$ cat config.mk
export PLATFORM = sky130hd
export DESIGN_NAME = cheri_stkz_mq
export DESIGN_NICKNAME = d
export VERILOG_FILES = /design/src/rtl/cheri_stkz_mq.sv
export SDC_FILE = /design/constraint.sdc
export NUM_CORES = 1
export LEC_CHECK = 0
export ABC_CLOCK_PERIOD_IN_PS = 5200
export CAP_MARGIN = 10
export CORE_ASPECT_RATIO = 0.8
export CORE_UTILIZATION = 52
export CTS_CLUSTER_SIZE = 40
export DETAILED_ROUTE_END_ITERATION = 6
export PLACE_DENSITY = 0.88
export SETUP_SLACK_MARGIN = 0.05
export SLEW_MARGIN = 30
export SYNTH_ARGS = -nofsm -noshare
export SYNTH_HDL_FRONTEND = slang
export SYNTH_SLANG_ARGS = --single-unit
$ cat constraint.sdc
create_clock -name clk_i -period 5.2 [get_ports clk_i]
set_input_delay 0.78 -clock clk_i [delete_from_list [all_inputs] [get_ports clk_i]]
set_output_delay 0.78 -clock clk_i [all_outputs]
set_load 0.03 [all_outputs]
$ cat src/rtl/cheri_stkz_mq.sv
// Stack-zeroization engine: clears memory from an exclusive top down to an inclusive base.
// It keeps up to MAX_OUTST zero-stores in flight on the LSU request port. An interrupt either
// aborts the run or pauses it so that it can be resumed later.
module cheri_stkz_mq #(
    parameter int unsigned ZB        = 4,
    parameter int unsigned MAX_OUTST = 2,
    parameter bit          RESUME_EN = 1'b0
) (
    input  logic              clk_i,
    input  logic              rst_ni,
    input  logic              start_i,
    input  logic [31:0]       start_top_i,
    input  logic [31:0]       start_base_i,
    input  logic              stop_i,
    input  logic              intr_i,
    input  logic              resume_i,
    output logic              active_o,
    output logic              paused_o,
    output logic              done_o,
    output logic              err_o,
    output logic [31:0]       ptr_o,
    output logic [31:0]       base_o,
    output logic              lsu_req_o,
    input  logic              lsu_gnt_i,
    output logic [31:0]       lsu_addr_o,
    output logic              lsu_we_o,
    output logic [ZB-1:0]     lsu_be_o,
    output logic [8*ZB-1:0]   lsu_wdata_o,
    output logic              lsu_is_cap_o,
    input  logic              lsu_resp_valid_i,
    input  logic              lsu_resp_err_i
);

    localparam int unsigned     CntW      = $clog2(MAX_OUTST + 1);
    localparam logic [31:0]     Step      = 32'(ZB);
    localparam logic [31:0]     AlignMask = ~(Step - 32'd1);
    localparam logic [CntW-1:0] MaxCnt    = CntW'(MAX_OUTST);
    localparam logic [CntW-1:0] CntOne    = CntW'(1);

    typedef enum logic [1:0] {StIdle, StActive, StDrain, StPaused} state_e;

    state_e          state_q, state_d;
    logic [31:0]     ptr_q, ptr_d;
    logic [31:0]     issue_q, issue_d;
    logic [31:0]     base_q, base_d;
    logic [CntW-1:0] outst_q, outst_d;
    logic            err_q, err_d;
    logic            done_q, done_d;
    logic            pause_q, pause_d;  // current drain ends in PAUSED rather than IDLE

    logic [31:0] top_al, base_al;
    logic        start_ok, grant, resp, resp_err_ev;

    assign top_al      = start_top_i & AlignMask;
    assign base_al     = start_base_i & AlignMask;
    assign start_ok    = start_i && ((state_q == StIdle) || (state_q == StPaused)) &&
                         (top_al > base_al);

    // Request depends only on registered state so that grant never loops back into it.
    assign lsu_req_o   = (state_q == StActive) && (issue_q > base_q) && (outst_q < MaxCnt);
    assign lsu_addr_o  = issue_q - Step;
    assign grant       = lsu_req_o && lsu_gnt_i;
    // Stray responses with nothing outstanding are ignored.
    assign resp        = lsu_resp_valid_i && (outst_q != '0);
    assign resp_err_ev = resp && lsu_resp_err_i;

    assign lsu_we_o     = 1'b1;
    assign lsu_be_o     = '1;
    assign lsu_wdata_o  = '0;
    assign lsu_is_cap_o = (ZB == 8);

    assign active_o = (state_q != StIdle);
    assign paused_o = (state_q == StPaused);
    assign done_o   = done_q;
    assign err_o    = err_q;
    assign ptr_o    = ptr_q;
    assign base_o   = base_q;

    // Outstanding-store counter: a grant and a response in the same cycle cancel out.
    always_comb begin
        outst_d = outst_q;
        if (grant && !resp) begin
            outst_d = outst_q + CntOne;
        end else if (!grant && resp) begin
            outst_d = outst_q - CntOne;
        end
    end

    // Next-state logic for pointers, flags and FSM.
    always_comb begin
        state_d = state_q;
        ptr_d   = ptr_q;
        issue_d = issue_q;
        base_d  = base_q;
        err_d   = err_q;
        pause_d = pause_q;
        done_d  = 1'b0;

        if (resp) begin
            ptr_d = ptr_q - Step;
            if (lsu_resp_err_i) begin
                err_d = 1'b1;
            end
        end
        if (grant) begin
            issue_d = issue_q - Step;
        end

        if (start_ok) begin
            ptr_d   = top_al;
            issue_d = top_al;
            base_d  = base_al;
            err_d   = 1'b0;
            pause_d = 1'b0;
            state_d = StActive;
        end else begin
            unique case (state_q)
                StIdle: ;
                StActive: begin
                    if (resp_err_ev || stop_i) begin
                        pause_d = 1'b0;
                        state_d = StDrain;
                    end else if ((issue_q == base_q) && (outst_d == '0)) begin
                        // Completion beats a coincident interrupt.
                        done_d  = 1'b1;
                        state_d = StIdle;
                    end else if (intr_i) begin
                        pause_d = RESUME_EN;
                        state_d = StDrain;
                    end
                end
                StDrain: begin
                    // An error or stop during a pause-drain turns it into an abort.
                    if (resp_err_ev || stop_i) begin
                        pause_d = 1'b0;
                    end
                    if (outst_d == '0) begin
                        state_d = (pause_d) ? StPaused : StIdle;
                    end
                end
                StPaused: begin
                    if (stop_i) begin
                        state_d = StIdle;
                    end else if (resume_i && RESUME_EN) begin
                        state_d = StActive;
                    end
                end
            endcase
        end
    end

    // State registers.
    always_ff @(posedge clk_i or negedge rst_ni) begin
        if (!rst_ni) begin
            state_q <= StIdle;
            ptr_q   <= '0;
            issue_q <= '0;
            base_q  <= '0;
            outst_q <= '0;
            err_q   <= 1'b0;
            done_q  <= 1'b0;
            pause_q <= 1'b0;
        end else begin
            state_q <= state_d;
            ptr_q   <= ptr_d;
            issue_q <= issue_d;
            base_q  <= base_d;
            outst_q <= outst_d;
            err_q   <= err_d;
            done_q  <= done_d;
            pause_q <= pause_d;
        end
    end

endmodule

* Yosys cells after proc, flatten, opt, wreduce, memory -nomap -nowiden
Index checks and enable logic that the tools add are counted.
** Storage, ports and cells
- Register bits :: 101
- Input bits :: 73
- Output and inout bits :: 139
- Logic and storage cells :: 79
** Operators by class
- $add $sub $neg :: 4
- Magnitude comparators :: 3
- Eq/ne operators :: 9
- Muxes and demuxes :: 29
- Reductions and logical operators :: 26
** Operators with widths (count)
- $mux 32 :: 4
- $gt 32x32->1 :: 2
- $sub 32x3->32 const B :: 2
- $eq 32x32->1 :: 1
- $mux 2 :: 9
- $mux 1 :: 14
- $logic_and 1x1->1 :: 10
- $reduce_bool 2->1 :: 5
- $pmux 2 s3 :: 1
- $ne 5x3->1 const B :: 1
- $eq 2x2->1 const B :: 2
- $logic_not 2->1 :: 2
- $ne 4x3->1 const B :: 1
- $ne 4x4->1 const B :: 1
- $reduce_and 4->1 :: 1
- $reduce_bool 4->1 :: 1
- $ne 3x2->1 const B :: 1
- $ne 3x3->1 const B :: 1
- $reduce_and 3->1 :: 1
- $reduce_bool 3->1 :: 1
- $add 2x1->2 const B :: 1
- $eq 2x1->1 const B :: 1
- $logic_not 1->1 :: 2
- $logic_or 1x1->1 :: 2
- 4 further kinds :: 4

* Longest topological paths before layout
Gate-level depths: netlist of the first run.
- Word-level depth :: 14
- Gate-level depth with buffers :: 13
- Mapped depth without buffers :: 11

* Least setup slack after synthesis of the first run
OpenSTA, ideal clock, no wires.
- Path type :: register -> output
- Start :: reg issue_q[2]
- End :: out lsu_addr_o[30]
- Arrival time :: 3.356 ns
- Data required time :: 4.420 ns
- Path slack :: 1.064 ns
- Stages on the path, launching flop included :: 12
- Path buffers :: 1
- Path through :: dfrtp_1 -> inv_1 -> ha_1 -> or3b_1 -> buf_2 -> nor4_4 -> nand2_2 -> or4_4 -> or3_4 -> nor3_1 -> nand2_1 -> xnor2_1
** Between the ends
- Cells in the longest elaborated chain, start to end :: 1
** RTL lines
- start: declaration :: RTL line 44 : logic [31:0] issue_q, issue_d;
- start signal: assignment :: RTL line 166 : issue_q <= issue_d;
- $sub 32x3->32 :: RTL line 61 : assign lsu_addr_o = issue_q - Step;
- end: declaration :: RTL line 25 : output logic [31:0] lsu_addr_o,
No other way between the ends.

* Worst setup path in the final report of the first run
- Start :: reg issue_q[2]
- End :: out lsu_addr_o[28]
The elaborated chain is that of the path after synthesis.

==> flow_metrics.tcl, run 1 <==
set metrics [dict create \
    final_area_sq_um 8870 \
    synthCells 813 \
    cts-root-buf "clkbuf_16" \
    drt-total-wl_um 18770 \
    setup_slack_ns 0.2322 \
    nets 1106 \
    power_density_nw_per_um2 607.2 \
    cts-buffers-inserted 9 \
    utilization_pct 68.67 \
    finalCritPeriodShare_pct 95.54 \
    peakVddDrop_uv 340.6 \
    clock_latency_ns 0.35 \
    slew_headroom_pct 41.35 \
    vias_per_cell 5.401 \
    syn_area_sq_um 6913 \
    synth_compound_gate_area_share_pct 12.16 \
    fp.dieArea_sq_um 13760 \
    yosysMostFrequentCell "dfrtp_1" \
    synth_top_family_by_area "simple AND/OR/NAND/NOR gates" \
    fmax_mhz 201.3 \
    synthTopCellsByCount "dfrtp_1 (97), a21oi_1 (85), inv_1 (76)" \
    grt_pass1_vias 5949 \
    layout_min_cycle_time_ns 4.968 \
    placed_area_sq_um 8588 \
    synth-seq-cells 97 \
    cts_sinks 97 \
    wl_per_cell_um 16.41 \
    synth_cell_type_count 52 \
    portBuffers 162 \
    cts_tree "done" \
    fin_setup_tns_ns 0 \
    synth_area_leaders "dfrtp_1 (35%), ha_1 (12%), xnor2_1 (7.5%)" \
    core-area_sq_um 12920 \
    grt_pass1_wl_um 29690 \
    hold_violations 0 \
    drv_cap 0 \
    clock_path_buffers 2 \
    grt_use_total_pct 28.14 \
    status "finished, final reports clean" \
    power.leakage_nw 3.814 \
    rows 37 \
    vias 6179 \
    dp_hpwl_um 14510 \
    ys.flop_type "dfrtp_1" \
    hold_slack_ns 0.4339 \
    avgSynthCellArea_sq_um 8.503 \
    start_util_pct 53.52 \
    min_path_type "input pin to asynchronous set/reset pin" \
    synth-simple-area-share_pct 17.97 \
    ios 212 \
    gp_congestion 0.9152 \
    cp_slowest_stage_delay_ns 0.68 \
    holdBufCountCts 0 \
    cts_max_level 3 \
    synth_xor_area_share_pct 10.77 \
    maxSlewViolCount 0 \
    synth_area_leader_cell "dfrtp_1" \
    path_cells "inv_1 -> ha_1 -> or3b_1 -> nor4_4 -> nand2_2 -> or4_4 -> or3_4 -> nor3_1 -> xor2_1 -> clkdlybuf4s50_1" \
    cp-start-kind "flip-flop" \
    drive_gt1_share_pct 3.922 \
    synth-edff-count 0 \
    ys_seq_area_share_pct 35.11 \
    post_cts_buffers 0 \
    cp.required_ns 4.42 \
    cp_max_fo 5 \
    critical_path_arrival_ns 4.19 \
    yosys_warnings 0 \
    grt_max_degree 54 \
    area_delta_synth_final_pct 28.31 \
    setup_viol 0 \
    clk_pin_slew_worst_paths_ns 0.07 \
    diodes 0 \
    synth_top_cell_area_share_pct 35.11 \
    synthMuxAreaShare_pct 1.068 \
    synthArstFlopShare_pct 100.0 \
    ant_nets 0 \
    critPathSlowestCell "clkdlybuf4s50_1" \
    pre_cts_ws_ns 0.5600 \
    drt_iter0_markers 398 \
    finalClockSkew_ns 0.01009 \
    worstMarginPinSlew_ns 0.8764 \
    dr.pass1.iters 5 \
    die_x_um 130.9 \
    critical_path_class "flip-flop to output port" \
    die_y_um 105.1 \
    grt_overflow 0 \
    drc 0 \
    antenna_found_initial 0 \
    crit_path_end_kind "output port" \
    grt_setup_unrepaired "true" \
    synthAdderAreaFrac_pct 12.31 \
]
-- registers in the layout (all words and copies together), names as in the netlist --
name / cells
base_o: 30
issue_q: 30
ptr_o: 30
outst_q: 2
state_q: 2
done_o: 1
err_o: 1
pause_q: 1
-- logic make-up after synthesis --
group	after synthesis
AND/OR/NAND/NOR	250
buffers and inverters	149
multiplexers	7
AO/OA/AOI/OAI	155
adder cells (fa/ha/maj)	68
XOR/XNOR	85
flip-flops	97
other	2
-- power by group --
| group | total (mW) | internal, mW | switching, mW | leakage [nW] |
|---|---|---|---|---|
| combinational | 3.15 | 1.34 | 1.81 | 2.57 |
| sequential | 1.60 | 1.11 | 0.490 | 1.13 |
| clock | 0.633 | 0.335 | 0.298 | 0.120 |
-- per-stage QoR --
stage          std cells  power, mW
4_1_cts             1144      5.377
3_5_place_dp        1129      4.712
5_1_grt             1144      5.730
3_3_place_gp        1129      4.611
2_1_floorplan        855      3.505
6_report            1144      5.385
-- placed cells by master, fill, tap and decap left out, types with 6 or more instances in the layout --
cell type,instances
clkdlybuf4s50_1,160
dfrtp_1,97
a21oi_1,85
inv_1,76
nor2_1,71
ha_1,68
nand2_1,66
xnor2_1,59
conb_1,44
o21ai_0,43
xor2_1,26
nor3_1,23
nor4_1,20
nand4_1,13
nand3_1,9
clkbuf_16,9
nor2b_1,8
or3_1,7
buf_4,7
nand2b_1,6
-- repair_timing --
| item | CTS | global route |
|---|---|---|
| resized for setup | 0 | 2 |
| hold endpoints to repair | 0 | 0 |
| setup endpoints to repair | 0 | 3 |
-- cell type report --
cell class,count,area (sq um)
multi-input cells,609,3935
well taps,175,219.0
repair buffers,171,1727
flip-flops and latches,97,2427
inverters,77,289.0
clock inverters,4,30.03
fillers,1017,4046
clock buffers,11,242.7
-- path summary, 6_finish.rpt --
path                       startpoint             end  slack [ns]  cells past startpoint
setup / recovery           issue_q[2]  lsu_addr_o[28]        0.23                     10
hold / removal                 rst_ni      base_o[28]        0.43                      1
setup reg to reg           issue_q[2]     issue_q[30]        1.48                     11
hold reg to reg            base_o[26]      base_o[26]        0.51                      2
max in group asynchronous      rst_ni        ptr_o[7]        3.67                      2
min in group clk_i         base_o[26]      base_o[26]        0.51                      2
-- routing by layer --
metal / vias up / part of all wire (%) / GRT usage (%)
met5: - / 0 / 0
li1: 2969 / - / -
met2: 263 / 46 / 44.10
met3: 33 / 7.1 / 4.711
met4: 0 / 2.1 / 8.046
met1: 2914 / 44 / 39.71
-- critical path: cells and delay by family (launching register included) --
family | cells | cell delay (ns)
adders and majority gates | 1 | 0.25
xor gates and xnor gates | 1 | 0.18
buffers and inverters | 2 | 0.81
DFF | 1 | 0.38
and+or+nand+nor | 6 | 2.22
No activity file was read; power rests on OpenSTA's default activity.
==> inputs of run 2 (changes only) <==
--- a/config.mk
+++ b/config.mk
@@ -6,7 +6,7 @@
 export NUM_CORES = 1
 export LEC_CHECK = 0
 export ABC_CLOCK_PERIOD_IN_PS = 5200
-export CAP_MARGIN = 10
+export CAP_MARGIN = 20
 export CORE_ASPECT_RATIO = 0.8
 export CORE_UTILIZATION = 52
 export CTS_CLUSTER_SIZE = 40
==> results of run 2 <==
The final DEF is identical to that of run 1; final timing and power are the same.
==> inputs of run 3 (changes only) <==
--- a/config.mk
+++ b/config.mk
@@ -5,13 +5,13 @@
 export SDC_FILE = /design/constraint.sdc
 export NUM_CORES = 1
 export LEC_CHECK = 0
-export ABC_CLOCK_PERIOD_IN_PS = 5200
+export ABC_CLOCK_PERIOD_IN_PS = 4000
 export CAP_MARGIN = 20
 export CORE_ASPECT_RATIO = 0.8
-export CORE_UTILIZATION = 52
+export CORE_UTILIZATION = 43
 export CTS_CLUSTER_SIZE = 40
 export DETAILED_ROUTE_END_ITERATION = 6
-export PLACE_DENSITY = 0.88
+export PLACE_DENSITY = 0.77
 export SETUP_SLACK_MARGIN = 0.05
 export SLEW_MARGIN = 30
 export SYNTH_ARGS = -nofsm -noshare
==> constraint.sdc (replaced) <==
create_clock -name clk_i -period 4 [get_ports clk_i]
set_input_delay 0.6 -clock clk_i [delete_from_list [all_inputs] [get_ports clk_i]]
set_output_delay 0.6 -clock clk_i [all_outputs]
set_load 0.03 [all_outputs]
==> run 3 against run 2 <==
Worst hold slack worse by 0.20 ns. Cell area increased by 2.9%. Sequential cell count stayed put. Largest cell class unchanged. Wire length up 0.27%. Via count fell by 1.8%. Critical path type unchanged. Final cell count increased by 5.0%. First-iteration DRC count down 27%. Sequential power is 29% higher. Sequential share of layout area shrank 0.76 points. Critical path depth grew 1. Combinational power grew 31%. Non-clock buffer count grew 16.
==> flow_metrics.tcl, run 3 (synthesis results as in run 1) <==
set metrics [dict create \
    fmax_mhz 252.8 \
    critical_path_arrival_ns 3.36 \
    min_path_type "input pin to asynchronous set/reset pin" \
    drv_cap 0 \
    cp_slowest_stage_delay_ns 0.45 \
    holdBufCountCts 0 \
    layout_commonest_cell "clkdlybuf4s50_1" \
    drc 0 \
    slew_headroom_pct 44.78 \
    start_util_pct 43.89 \
    power.leakage_nw 3.953 \
    cts-root-buf "clkbuf_16" \
    final-seq-area_sq_um 2427 \
    r2r_slack_ns 0.38 \
    cts-buffers-inserted 9 \
    maxSlewViolCount 0 \
    grt_pass1_wl_um 29770 \
    dr.pass1.iters 5 \
    nets 1122 \
    peakVddDrop_uv 425.0 \
    path_cells "inv_2 -> ha_4 -> or3b_4 -> nor4_4 -> nand2_2 -> or4_4 -> or3_4 -> nor3_4 -> buf_4 -> xor2_2 -> buf_6" \
    critPathTopFamily "simple AND/OR/NAND/NOR gates" \
    hold_violations 0 \
    grt_overflow 0 \
    grt_pass1_vias 5727 \
    cp_num_buf_inv 3 \
    critPathSlowestCell "or4_4" \
    drt_iter0_markers 290 \
    clk_pin_slew_worst_paths_ns 0.07 \
    final_cell_mix "clkdlybuf4s50_1 (149), dfrtp_1 (97), a21oi_1 (85)" \
    cts_tree "done" \
    drive_gt1_share_pct 7.302 \
    clock_path_buffers 2 \
    ant_nets 0 \
    pre_cts_ws_ns 0.2391 \
    setup_viol 0 \
    cp-start-kind "flip-flop" \
    finalCritPeriodShare_pct 98.90 \
    area_delta_synth_final_pct 31.98 \
    die_x_um 143.8 \
    ios 212 \
    vias 6066 \
    critical_path_class "flip-flop to output port" \
    crit_path_end_kind "output port" \
    cp_max_fo 4 \
    setup_slack_ns 0.04402 \
    status "finished, final reports clean" \
    rows 41 \
    clock_latency_ns 0.36 \
    fp.dieArea_sq_um 16590 \
    gp_congestion 0.9136 \
    power_density_nw_per_um2 777.8 \
    cts_max_level 3 \
    reg2reg_from "issue_q[13]" \
    r2r-end "outst_q[1]" \
    grt_use_total_pct 23.51 \
    finalClockSkew_ns 0.01107 \
    reg2reg_depth 9 \
    dp_cells 1180 \
    multi_input_area_sq_um 3989 \
    worstMarginPinSlew_ns 0.8247 \
    core-area_sq_um 15750 \
    wl_per_cell_um 15.67 \
    final_cells 1201 \
    drt-total-wl_um 18820 \
    vias_per_cell 5.051 \
    layout_min_cycle_time_ns 3.956 \
    n_fill_cell 1433 \
    cts_sinks 97 \
    cp.required_ns 3.40 \
    grt_max_degree 68 \
    grt_setup_unrepaired "true" \
    diodes 0 \
    die_y_um 115.4 \
    dp_hpwl_um 14530 \
    antenna_found_initial 0 \
    portBuffers 162 \
]
==> run 3: cell types whose count changed in the layout (fill, tap and decap cells not counted), sizes merged <==
cell	change
clkdlybuf4s15	+1
dlymetal6s2s	+3
buf	+21
dlygate4sd2	+1
inv	+2
clkdlybuf4s50	-11
bufinv	+1
clkbuf	-1
==> run 3: routing by layer <==
metal  routed length [um]  up-vias  share of wire [%]  track usage [%]
met1                 8756     2874                 47            32.80
met5                    0        -                  0                0
met4                  182        0               0.97            5.532
li1                     -     3007                  -                -
met2                 8536      174                 45            36.31
met3                 1345       11                7.1            6.206
==> run 3: final cells by class <==
cell class / instances / share of cell area, %
tap: 215 / 2.948
clock inverter: 7 / 0.8502
multi-input combinational: 609 / 43.72
inverter: 77 / 3.168
clock buffer: 9 / 2.468
sequential: 97 / 26.60
timing repair buffer: 187 / 20.24
==> run 3: per-stage QoR <==
step           hold WS (ns)  TNS (ns)  utilization, %  total power, mW  instance area (sq um)
2_1_floorplan        0.3044         0               -            4.562                   7078
3_3_place_gp         0.4888         0           55.34            6.062                   8716
3_5_place_dp         0.4887         0           55.34            6.138                   8716
4_1_cts              0.3892         0           57.39            7.076                   9039
5_1_grt              0.2772   -0.1767           57.93            7.603                   9124
6_report             0.2305         0           57.93            7.096                   9124
==> run 3: power by group <==
part | switching (mW) | total (mW) | internal, mW
registers | 0.624 | 2.07 | 1.44
clock network | 0.411 | 0.901 | 0.489
logic | 2.36 | 4.13 | 1.76
==> run 3: timing repair <==
action,4_1_cts,5_1_grt
buffers inserted,1,4
endpoints found under the setup margin,6,11
resized for setup,7,17
pin swaps,1,6
==> run 3: how the worst max path moves through the flow <==
| stage | start | to | slack, ns | depth (start not counted) |
|---|---|---|---|---|
| floorplan | issue_q[2] | lsu_addr_o[28] | 0.15 | 10 |
| global placement | issue_q[2] | lsu_addr_o[28] | 0.27 | 11 |
| detailed placement | issue_q[2] | lsu_addr_o[28] | 0.24 | 11 |
| CTS | issue_q[2] | lsu_addr_o[28] | 0.05 | 11 |
| global route | issue_q[3] | lsu_addr_o[28] | -0.13 | 11 |
| finish | issue_q[3] | lsu_addr_o[28] | 0.04 | 11 |
==> run 3: worst register-to-register path: stages, from the launching register on <==
cell and delay, ns:
dfrtp_1 0.45, ha_1 0.32, a21oi_1 0.13, nor2_1 0.06, a211oi_1 0.48, a31oi_1 0.20, o211ai_1 0.70, clkinv_1 0.63
or3_1 0.50, o21ai_0 0.08
